$ cat src/rtl/mc_control_unit_pkg.sv
// ============================================================================
// Module  : mc_control_unit_pkg
// Brief   : Shared opcodes, ula32 codes, mux selects and FSM state encodings
// Revision: 1.0 - initial release
// ============================================================================
`default_nettype none

package mc_control_unit_pkg;

  localparam logic [5:0] c_op_rtype = 6'h00;
  localparam logic [5:0] c_op_j     = 6'h02;
  localparam logic [5:0] c_op_beq   = 6'h04;
  localparam logic [5:0] c_op_bne   = 6'h05;
  localparam logic [5:0] c_op_addi  = 6'h08;
  localparam logic [5:0] c_op_lw    = 6'h23;
  localparam logic [5:0] c_op_sw    = 6'h2B;

  localparam logic [5:0] c_fn_add = 6'h20;
  localparam logic [5:0] c_fn_sub = 6'h22;
  localparam logic [5:0] c_fn_and = 6'h24;

  localparam logic [2:0] c_ula_load = 3'b000;
  localparam logic [2:0] c_ula_add  = 3'b001;
  localparam logic [2:0] c_ula_sub  = 3'b010;
  localparam logic [2:0] c_ula_and  = 3'b011;

  localparam logic [1:0] c_selb_reg     = 2'b00;
  localparam logic [1:0] c_selb_four    = 2'b01;
  localparam logic [1:0] c_selb_sext    = 2'b10;
  localparam logic [1:0] c_selb_sext_sh = 2'b11;

  localparam logic [1:0] c_pcsrc_alu    = 2'b00;
  localparam logic [1:0] c_pcsrc_aluout = 2'b01;
  localparam logic [1:0] c_pcsrc_jump   = 2'b10;

  typedef enum logic [3:0] {
    S_RST     = 4'd0,
    S_FETCH   = 4'd1,
    S_DECODE  = 4'd2,
    S_R_EXEC  = 4'd3,
    S_R_WB    = 4'd4,
    S_ADDR    = 4'd5,
    S_ADDI_WB = 4'd6,
    S_MEM_RD  = 4'd7,
    S_LW_WB   = 4'd8,
    S_MEM_WR  = 4'd9,
    S_BRANCH  = 4'd10,
    S_JUMP    = 4'd11,
    S_TRAP    = 4'd12
  } state_e;

  typedef enum logic [1:0] {
    CLS_LOAD  = 2'd0,
    CLS_ADD   = 2'd1,
    CLS_SUB   = 2'd2,
    CLS_RTYPE = 2'd3
  } alu_cls_e;

endpackage

`default_nettype wire

$ cat src/rtl/mc_control_unit_if.sv
// ============================================================================
// Module  : mc_control_unit_if
// Brief   : Decode inputs and datapath control outputs of the controller
// Revision: 1.0 - initial release
// ============================================================================
`default_nettype none

interface mc_control_unit_if;
  logic [5:0] opcode;
  logic [5:0] funct;
  logic       ula_zero;
  logic       ula_overflow;
  logic       pc_write;
  logic       iord;
  logic       mem_write;
  logic       ir_write;
  logic       mdr_write;
  logic       ab_write;
  logic       aluout_write;
  logic       reg_write;
  logic       reg_dst;
  logic       mem_to_reg;
  logic       sel_ula_A;
  logic [1:0] sel_ula_B;
  logic [2:0] ula_func;
  logic [1:0] pc_source;
  logic       trap;
  logic [3:0] state_dbg;

  modport master (
    input  opcode, funct, ula_zero, ula_overflow,
    output pc_write, iord, mem_write, ir_write, mdr_write, ab_write,
           aluout_write, reg_write, reg_dst, mem_to_reg, sel_ula_A,
           sel_ula_B, ula_func, pc_source, trap, state_dbg
  );

  modport slave (
    output opcode, funct, ula_zero, ula_overflow,
    input  pc_write, iord, mem_write, ir_write, mdr_write, ab_write,
           aluout_write, reg_write, reg_dst, mem_to_reg, sel_ula_A,
           sel_ula_B, ula_func, pc_source, trap, state_dbg
  );
endinterface

`default_nettype wire

$ cat src/rtl/mc_control_unit_alu_ctrl.sv
// ============================================================================
// Module  : mc_control_unit_alu_ctrl
// Brief   : Maps the state's ALU class and funct to a ula32 operation
// Revision: 1.0 - initial release
// ============================================================================
`default_nettype none

module mc_control_unit_alu_ctrl
  import mc_control_unit_pkg::*;
(
  input  alu_cls_e   cls_i,
  input  logic [5:0] funct_i,
  output logic [2:0] ula_func_o,
  output logic       funct_valid_o
);

  always_comb begin
    ula_func_o    = c_ula_load;
    funct_valid_o = 1'b1;
    case (cls_i)
      CLS_ADD: ula_func_o = c_ula_add;
      CLS_SUB: ula_func_o = c_ula_sub;
      CLS_RTYPE: begin
        case (funct_i)
          c_fn_add: ula_func_o = c_ula_add;
          c_fn_sub: ula_func_o = c_ula_sub;
          c_fn_and: ula_func_o = c_ula_and;
          default:  funct_valid_o = 1'b0;
        endcase
      end
      default: ula_func_o = c_ula_load;
    endcase
  end

endmodule

`default_nettype wire

$ cat src/rtl/mc_control_unit.sv
// ============================================================================
// Module  : mc_control_unit
// Brief   : Multicycle CPU control FSM with memory wait counter and trap
// Revision: 1.0 - initial release
// ============================================================================
`default_nettype none

module mc_control_unit
  import mc_control_unit_pkg::*;
#(
  parameter int MEM_WAIT = 1,
  parameter int WAIT_W   = 3
) (
  input  logic              clk,
  input  logic              reset,
  mc_control_unit_if.master bus
);

  if ((MEM_WAIT < 0) || (MEM_WAIT > (2 ** WAIT_W) - 1)) begin : g_mem_wait_check
    $error("MEM_WAIT does not fit in WAIT_W bits");
  end

  state_e            state_q, state_d;
  logic [WAIT_W-1:0] wait_q, wait_d;
  logic              trap_q, trap_d;

  alu_cls_e   alu_cls;
  logic [2:0] ula_func;
  logic       funct_valid;
  logic       last_wait;
  logic       pc_write_raw, mem_write_raw, ir_write_raw, mdr_write_raw;
  logic       ab_write_raw, aluout_write_raw, reg_write_raw;
  logic       iord, reg_dst, mem_to_reg, sel_ula_a;
  logic [1:0] sel_ula_b, pc_source;

  mc_control_unit_alu_ctrl u_alu_ctrl (
    .cls_i         (alu_cls),
    .funct_i       (bus.funct),
    .ula_func_o    (ula_func),
    .funct_valid_o (funct_valid)
  );

  assign last_wait = (wait_q == WAIT_W'(MEM_WAIT));
  assign trap_d    = trap_q | (state_d == S_TRAP);

  always_ff @(posedge clk) begin
    if (!reset) begin
      state_q <= S_RST;
      wait_q  <= '0;
      trap_q  <= 1'b0;
    end else begin
      state_q <= state_d;
      wait_q  <= wait_d;
      trap_q  <= trap_d;
    end
  end

  always_comb begin
    state_d          = state_q;
    wait_d           = '0;
    alu_cls          = CLS_LOAD;
    pc_write_raw     = 1'b0;
    mem_write_raw    = 1'b0;
    ir_write_raw     = 1'b0;
    mdr_write_raw    = 1'b0;
    ab_write_raw     = 1'b0;
    aluout_write_raw = 1'b0;
    reg_write_raw    = 1'b0;
    iord             = 1'b0;
    reg_dst          = 1'b0;
    mem_to_reg       = 1'b0;
    sel_ula_a        = 1'b0;
    sel_ula_b        = c_selb_reg;
    pc_source        = c_pcsrc_alu;
    case (state_q)
      S_RST: state_d = S_FETCH;
      S_FETCH: begin
        sel_ula_a = 1'b1;
        sel_ula_b = c_selb_four;
        alu_cls   = CLS_ADD;
        if (last_wait) begin
          ir_write_raw = 1'b1;
          pc_write_raw = 1'b1;
          state_d      = S_DECODE;
        end else begin
          wait_d = wait_q + WAIT_W'(1);
        end
      end
      S_DECODE: begin
        sel_ula_a        = 1'b1;
        sel_ula_b        = c_selb_sext_sh;
        alu_cls          = CLS_ADD;
        aluout_write_raw = 1'b1;
        ab_write_raw     = 1'b1;
        case (bus.opcode)
          c_op_rtype:                   state_d = S_R_EXEC;
          c_op_addi, c_op_lw, c_op_sw:  state_d = S_ADDR;
          c_op_beq, c_op_bne:           state_d = S_BRANCH;
          c_op_j:                       state_d = S_JUMP;
          default:                      state_d = S_TRAP;
        endcase
      end
      S_R_EXEC: begin
        alu_cls          = CLS_RTYPE;
        aluout_write_raw = 1'b1;
        // The and operation cannot overflow, so only add/sub may trap on it
        if (!funct_valid || (bus.ula_overflow && (ula_func != c_ula_and)))
          state_d = S_TRAP;
        else
          state_d = S_R_WB;
      end
      S_R_WB: begin
        reg_dst       = 1'b1;
        reg_write_raw = 1'b1;
        state_d       = S_FETCH;
      end
      S_ADDR: begin
        sel_ula_b        = c_selb_sext;
        alu_cls          = CLS_ADD;
        aluout_write_raw = 1'b1;
        case (bus.opcode)
          c_op_lw: state_d = S_MEM_RD;
          c_op_sw: state_d = S_MEM_WR;
          default: state_d = bus.ula_overflow ? S_TRAP : S_ADDI_WB;
        endcase
      end
      S_ADDI_WB: begin
        reg_write_raw = 1'b1;
        state_d       = S_FETCH;
      end
      S_MEM_RD: begin
        iord = 1'b1;
        if (last_wait) begin
          mdr_write_raw = 1'b1;
          state_d       = S_LW_WB;
        end else begin
          wait_d = wait_q + WAIT_W'(1);
        end
      end
      S_LW_WB: begin
        mem_to_reg    = 1'b1;
        reg_write_raw = 1'b1;
        state_d       = S_FETCH;
      end
      S_MEM_WR: begin
        iord          = 1'b1;
        mem_write_raw = 1'b1;
        state_d       = S_FETCH;
      end
      S_BRANCH: begin
        alu_cls      = CLS_SUB;
        pc_source    = c_pcsrc_aluout;
        pc_write_raw = (bus.opcode == c_op_bne) ? !bus.ula_zero : bus.ula_zero;
        state_d      = S_FETCH;
      end
      S_JUMP: begin
        pc_source    = c_pcsrc_jump;
        pc_write_raw = 1'b1;
        state_d      = S_FETCH;
      end
      S_TRAP:  state_d = S_TRAP;
      default: state_d = S_RST;
    endcase
  end

  // Gating with reset keeps a mid-instruction reset from committing anything
  assign bus.pc_write     = pc_write_raw & reset;
  assign bus.mem_write    = mem_write_raw & reset;
  assign bus.ir_write     = ir_write_raw & reset;
  assign bus.mdr_write    = mdr_write_raw & reset;
  assign bus.ab_write     = ab_write_raw & reset;
  assign bus.aluout_write = aluout_write_raw & reset;
  assign bus.reg_write    = reg_write_raw & reset;
  assign bus.iord         = iord;
  assign bus.reg_dst      = reg_dst;
  assign bus.mem_to_reg   = mem_to_reg;
  assign bus.sel_ula_A    = sel_ula_a;
  assign bus.sel_ula_B    = sel_ula_b;
  assign bus.ula_func     = ula_func;
  assign bus.pc_source    = pc_source;
  assign bus.trap         = trap_q;
  assign bus.state_dbg    = state_q;

endmodule

`default_nettype wire

$ cat src/flat_wrapper.sv
// flat-port wrapper written by rule: the top's interface ports become plain ports
module mc_control_unit_flat import mc_control_unit_pkg::*;
#(
  parameter int MEM_WAIT = 1,
  parameter int WAIT_W   = 3
)
  (clk, reset, bus_opcode, bus_funct, bus_ula_zero, bus_ula_overflow, bus_pc_write, bus_iord, bus_mem_write, bus_ir_write, bus_mdr_write, bus_ab_write, bus_aluout_write, bus_reg_write, bus_reg_dst, bus_mem_to_reg, bus_sel_ula_A, bus_sel_ula_B, bus_ula_func, bus_pc_source, bus_trap, bus_state_dbg);
  mc_control_unit_if bus_i ();
  input  logic clk;
  input  logic reset;
  input wire logic [$bits(bus_i.opcode)-1:0] bus_opcode;
  input wire logic [$bits(bus_i.funct)-1:0] bus_funct;
  input wire logic [$bits(bus_i.ula_zero)-1:0] bus_ula_zero;
  input wire logic [$bits(bus_i.ula_overflow)-1:0] bus_ula_overflow;
  output wire logic [$bits(bus_i.pc_write)-1:0] bus_pc_write;
  output wire logic [$bits(bus_i.iord)-1:0] bus_iord;
  output wire logic [$bits(bus_i.mem_write)-1:0] bus_mem_write;
  output wire logic [$bits(bus_i.ir_write)-1:0] bus_ir_write;
  output wire logic [$bits(bus_i.mdr_write)-1:0] bus_mdr_write;
  output wire logic [$bits(bus_i.ab_write)-1:0] bus_ab_write;
  output wire logic [$bits(bus_i.aluout_write)-1:0] bus_aluout_write;
  output wire logic [$bits(bus_i.reg_write)-1:0] bus_reg_write;
  output wire logic [$bits(bus_i.reg_dst)-1:0] bus_reg_dst;
  output wire logic [$bits(bus_i.mem_to_reg)-1:0] bus_mem_to_reg;
  output wire logic [$bits(bus_i.sel_ula_A)-1:0] bus_sel_ula_A;
  output wire logic [$bits(bus_i.sel_ula_B)-1:0] bus_sel_ula_B;
  output wire logic [$bits(bus_i.ula_func)-1:0] bus_ula_func;
  output wire logic [$bits(bus_i.pc_source)-1:0] bus_pc_source;
  output wire logic [$bits(bus_i.trap)-1:0] bus_trap;
  output wire logic [$bits(bus_i.state_dbg)-1:0] bus_state_dbg;
  assign bus_i.opcode = bus_opcode;
  assign bus_i.funct = bus_funct;
  assign bus_i.ula_zero = bus_ula_zero;
  assign bus_i.ula_overflow = bus_ula_overflow;
  assign bus_pc_write = bus_i.pc_write;
  assign bus_iord = bus_i.iord;
  assign bus_mem_write = bus_i.mem_write;
  assign bus_ir_write = bus_i.ir_write;
  assign bus_mdr_write = bus_i.mdr_write;
  assign bus_ab_write = bus_i.ab_write;
  assign bus_aluout_write = bus_i.aluout_write;
  assign bus_reg_write = bus_i.reg_write;
  assign bus_reg_dst = bus_i.reg_dst;
  assign bus_mem_to_reg = bus_i.mem_to_reg;
  assign bus_sel_ula_A = bus_i.sel_ula_A;
  assign bus_sel_ula_B = bus_i.sel_ula_B;
  assign bus_ula_func = bus_i.ula_func;
  assign bus_pc_source = bus_i.pc_source;
  assign bus_trap = bus_i.trap;
  assign bus_state_dbg = bus_i.state_dbg;
  mc_control_unit #(.MEM_WAIT(MEM_WAIT), .WAIT_W(WAIT_W)) u_core (.clk(clk), .reset(reset), .bus(bus_i));
endmodule
$ cat config.mk
export PLATFORM = sky130hd
export DESIGN_NAME = mc_control_unit_flat
export DESIGN_NICKNAME = d
export VERILOG_FILES = /design/src/rtl/mc_control_unit_pkg.sv /design/src/rtl/mc_control_unit_if.sv /design/src/rtl/mc_control_unit_alu_ctrl.sv /design/src/rtl/mc_control_unit.sv /design/src/flat_wrapper.sv
export SDC_FILE = /design/constraint.sdc
export NUM_CORES = 1
export LEC_CHECK = 0
export BUFFER_PORTS_ARGS = -buffer_cell sky130_fd_sc_hd__buf_4
export CAP_MARGIN = 5
export CORE_MARGIN = 1.5
export CORE_UTILIZATION = 40
export DETAILED_ROUTE_END_ITERATION = 6
export PLACE_DENSITY = 0.77
export SYNTH_ARGS = -nofsm -noshare
export SYNTH_HDL_FRONTEND = slang
export SYNTH_SLANG_ARGS = --single-unit
$ cat constraint.sdc
create_clock -name clk -period 4 [get_ports clk]
set_input_delay 0.2 -clock clk [delete_from_list [all_inputs] [get_ports clk]]
set_output_delay 0.2 -clock clk [all_outputs]
set_load 0.1 [all_outputs]
==> impl_metrics.toml <==
[global_route]
antenna_found_initial = 0
grt_pass1_vias = 847
overflow = 0
grt_max_degree = 24
grt_pass1_wl_um = 3360
grtUsageMet2 = 0.3237
top_usage_layer = "met2"
use_met1 = 0.2705
grtUsageTotal = 0.1946
met3_usage = 0.03333

[worst_setup_path]
r2r_end = "u_core.bus.trap"
worstPathRequired_ns = 3.80
reg2reg_slack_ns = 2.08
cp.arrival_ns = 1.99
critical_path_peak_fanout = 18
reg2reg_from = "u_core.bus.state_dbg[2]"
critPathBufInv = 1
crit_path_top_delay_cell = "dfxtp_1"
reg2regPathDepth = 5
cp-end-kind = "primary output"
critPathLaunchType = "flop"
max_stage_delay_ns = 0.66
crit_type = "flop to primary output"
crit_chain = "nand2b_1, or3_1, a21oi_1, buf_4"
cp_top_family = "flip-flops"

[synthesis]
synth_ff_type = "dfxtp_1"
synth_seq_cells = 8
ys_seq_area_frac = 0.1957
ys_types = 37
syn_inst = 116
synth-edff-count = 0
yosys_warnings = 0
synth_area_sq_um = 818.3
synth_fp_nets = 134
async_flop_share = 0
postSynthAreaPerCell_sq_um = 7.054

[timing]
whs_ns = 0.2278
rsz0062_at_grt = "no"
skew_ns = 0.001929
worstMarginPinSlew_ns = 0.6814
clock.fmax_mhz = 457.4
setup_viol = 0
final_hold_viol_count = 0
min_period_ns = 2.187
drv_slew = 0
relSlewSlack = 0.5451
setup_tns_ns = 0
fin_crit_sh = 0.5466

[layout]
final_cell_count_no_fill = 176
final_common_cell = "buf_4"
layout_common_cells = "37 x buf_4, 11 x nor2_1, 9 x nand2b_1"
drive_gt1_frac = 0.2953
synthToLayoutAreaGrowth_pct = 36.70
nets = 169
n_antenna_cell = 0
fillers = 181

[placement]
routabilityCongestion = 0.8853
dp_hpwl_um = 1688
io_buffers = 37
dp.cells = 173

[route]
dr.pass1.iters = 4
ant_nets = 0
drc_errors = 0
vias = 951
routed_wl_um = 2134
drt-vias-per-instance = 5.403
drt_iter0_drc = 17
avgRoutedWirePerCell_um = 12.13

[floorplanning]
rows = 16
ios = 39
die_y_um = 48.23
core_sq_um = 1942
die_x_um = 48.23
dieArea_sq_um = 2326
start_util = 0.4214

[clock_tree]
cts_tree = "built"
cts_made_buffers = 3
cts-root-buf = "clkbuf_4"
cts_sinks = 8
path_clk_slew_ns = 0.05
insertion_delay_ns = 0.24
htreeDepth = 1
cts_buffer_depth = 2
cts_hold_buf = 0
post_cts_buffers = 0
cts.repair.resized = 0

[hold_path]
min_to = "u_core.bus.trap"
holdCritPathClass = "input pin to flop"
whs_path_depth = 3
hold_path.startpoint = "reset"

[power]
ir_drop_v = 0.0002188
leakage_nw = 0.4841
total_power_mw = 0.2965
power.density_nw_per_um2 = 265.1

[run_status]
run_status = "finished, final reports clean"

[run]
max_cap_viol_count = 0
[registers in the layout, summed over array words and instances (netlist names)]
| name | count |
|---|---|
| u_core.bus.state_dbg | 4 |
| u_core.bus.trap | 1 |
| u_core.wait_q | 3 |
[cells by family after synthesis]
| kind of cell | Yosys count | share of synthesized area |
|---|---|---|
| simple gates | 66 | 0.4434 |
| fa+ha+maj | 2 | 0.03058 |
| compound gates | 24 | 0.2079 |
| flops | 8 | 0.1957 |
| mux | 2 | 0.02447 |
| buf+inv | 9 | 0.05046 |
| other cells | 1 | 0.004583 |
| xor+xnor | 4 | 0.04281 |
[Yosys cell counts (all sizes together) (2+ instances only)]
master | instances | share of area
nor2 | 11 | 0.050
nand2b | 9 | 0.069
nor3 | 7 | 0.043
and4 | 2 | 0.021
nor2b | 8 | 0.061
clkbuf | 4 | 0.020
o21ai | 4 | 0.024
nand4 | 3 | 0.023
o31ai | 2 | 0.018
nand2 | 8 | 0.037
buf | 3 | 0.021
ha | 2 | 0.031
or3 | 3 | 0.023
mux2i | 2 | 0.024
and3 | 4 | 0.032
o211ai | 2 | 0.018
and2 | 2 | 0.015
xnor2 | 4 | 0.043
a211oi | 4 | 0.043
a31oi | 2 | 0.015
nand3 | 6 | 0.037
a21oi | 5 | 0.031
dfxtp | 8 | 0.20
inv | 2 | 0.0092
[worst register-to-register path: stages, from the launching register on]
cell and delay (ns):
dfxtp_1 0.75, nand2b_1 0.21, nor2_1 0.22, nand2_1 0.07, a31o_2 0.26, o41ai_1 0.30
[power breakdown]
group | switching (mW) | internal, mW
registers | 0.0107 | 0.0835
logic | 0.104 | 0.0399
clock network | 0.0239 | 0.0341
total | 0.139 | 0.157
[worst max-delay path by stage]
stage	cells after the start	endpoint	start
floorplan	4	bus_reg_write	u_core.bus.state_dbg[2]
global placement	4	bus_pc_write	u_core.bus.state_dbg[0]
detailed placement	5	bus_ula_func[1]	bus_funct[0]
CTS	4	bus_pc_write	u_core.bus.state_dbg[0]
global route	4	bus_pc_write	u_core.bus.state_dbg[0]
finish	4	bus_pc_write	u_core.bus.state_dbg[0]
[final cells by class]
| cell class | count | area (sq um) | share of cell area |
|---|---|---|---|
| multi-input cells | 99 | 616.8 | 0.5515 |
| well taps | 27 | 33.78 | 0.03020 |
| repair buffers | 37 | 277.8 | 0.2483 |
| flip-flops and latches | 8 | 160.2 | 0.1432 |
| clock buffers | 3 | 22.52 | 0.02013 |
| inverters | 2 | 7.507 | 0.006711 |
[per-layer routing]
metal  vias to the layer above  routed length (um)
met5                         -                   0
met2                        33                1012
met1                       429                1029
met3                         0                  92
li1                        489                   -
met4                         0                   0
[through the flow]
stage | cell area, sq um | setup WS, ns | utilization
after floorplan | 818.3 | 0.02587 | -
after global placement | 1096 | 2.111 | 0.5644
after detailed placement | 1096 | 2.107 | 0.5644
after CTS | 1119 | 1.832 | 0.5760
after global routing | 1119 | 1.722 | 0.5760
final | 1119 | 1.813 | 0.5760
Note: power is estimated with default switching activity, not from simulation.
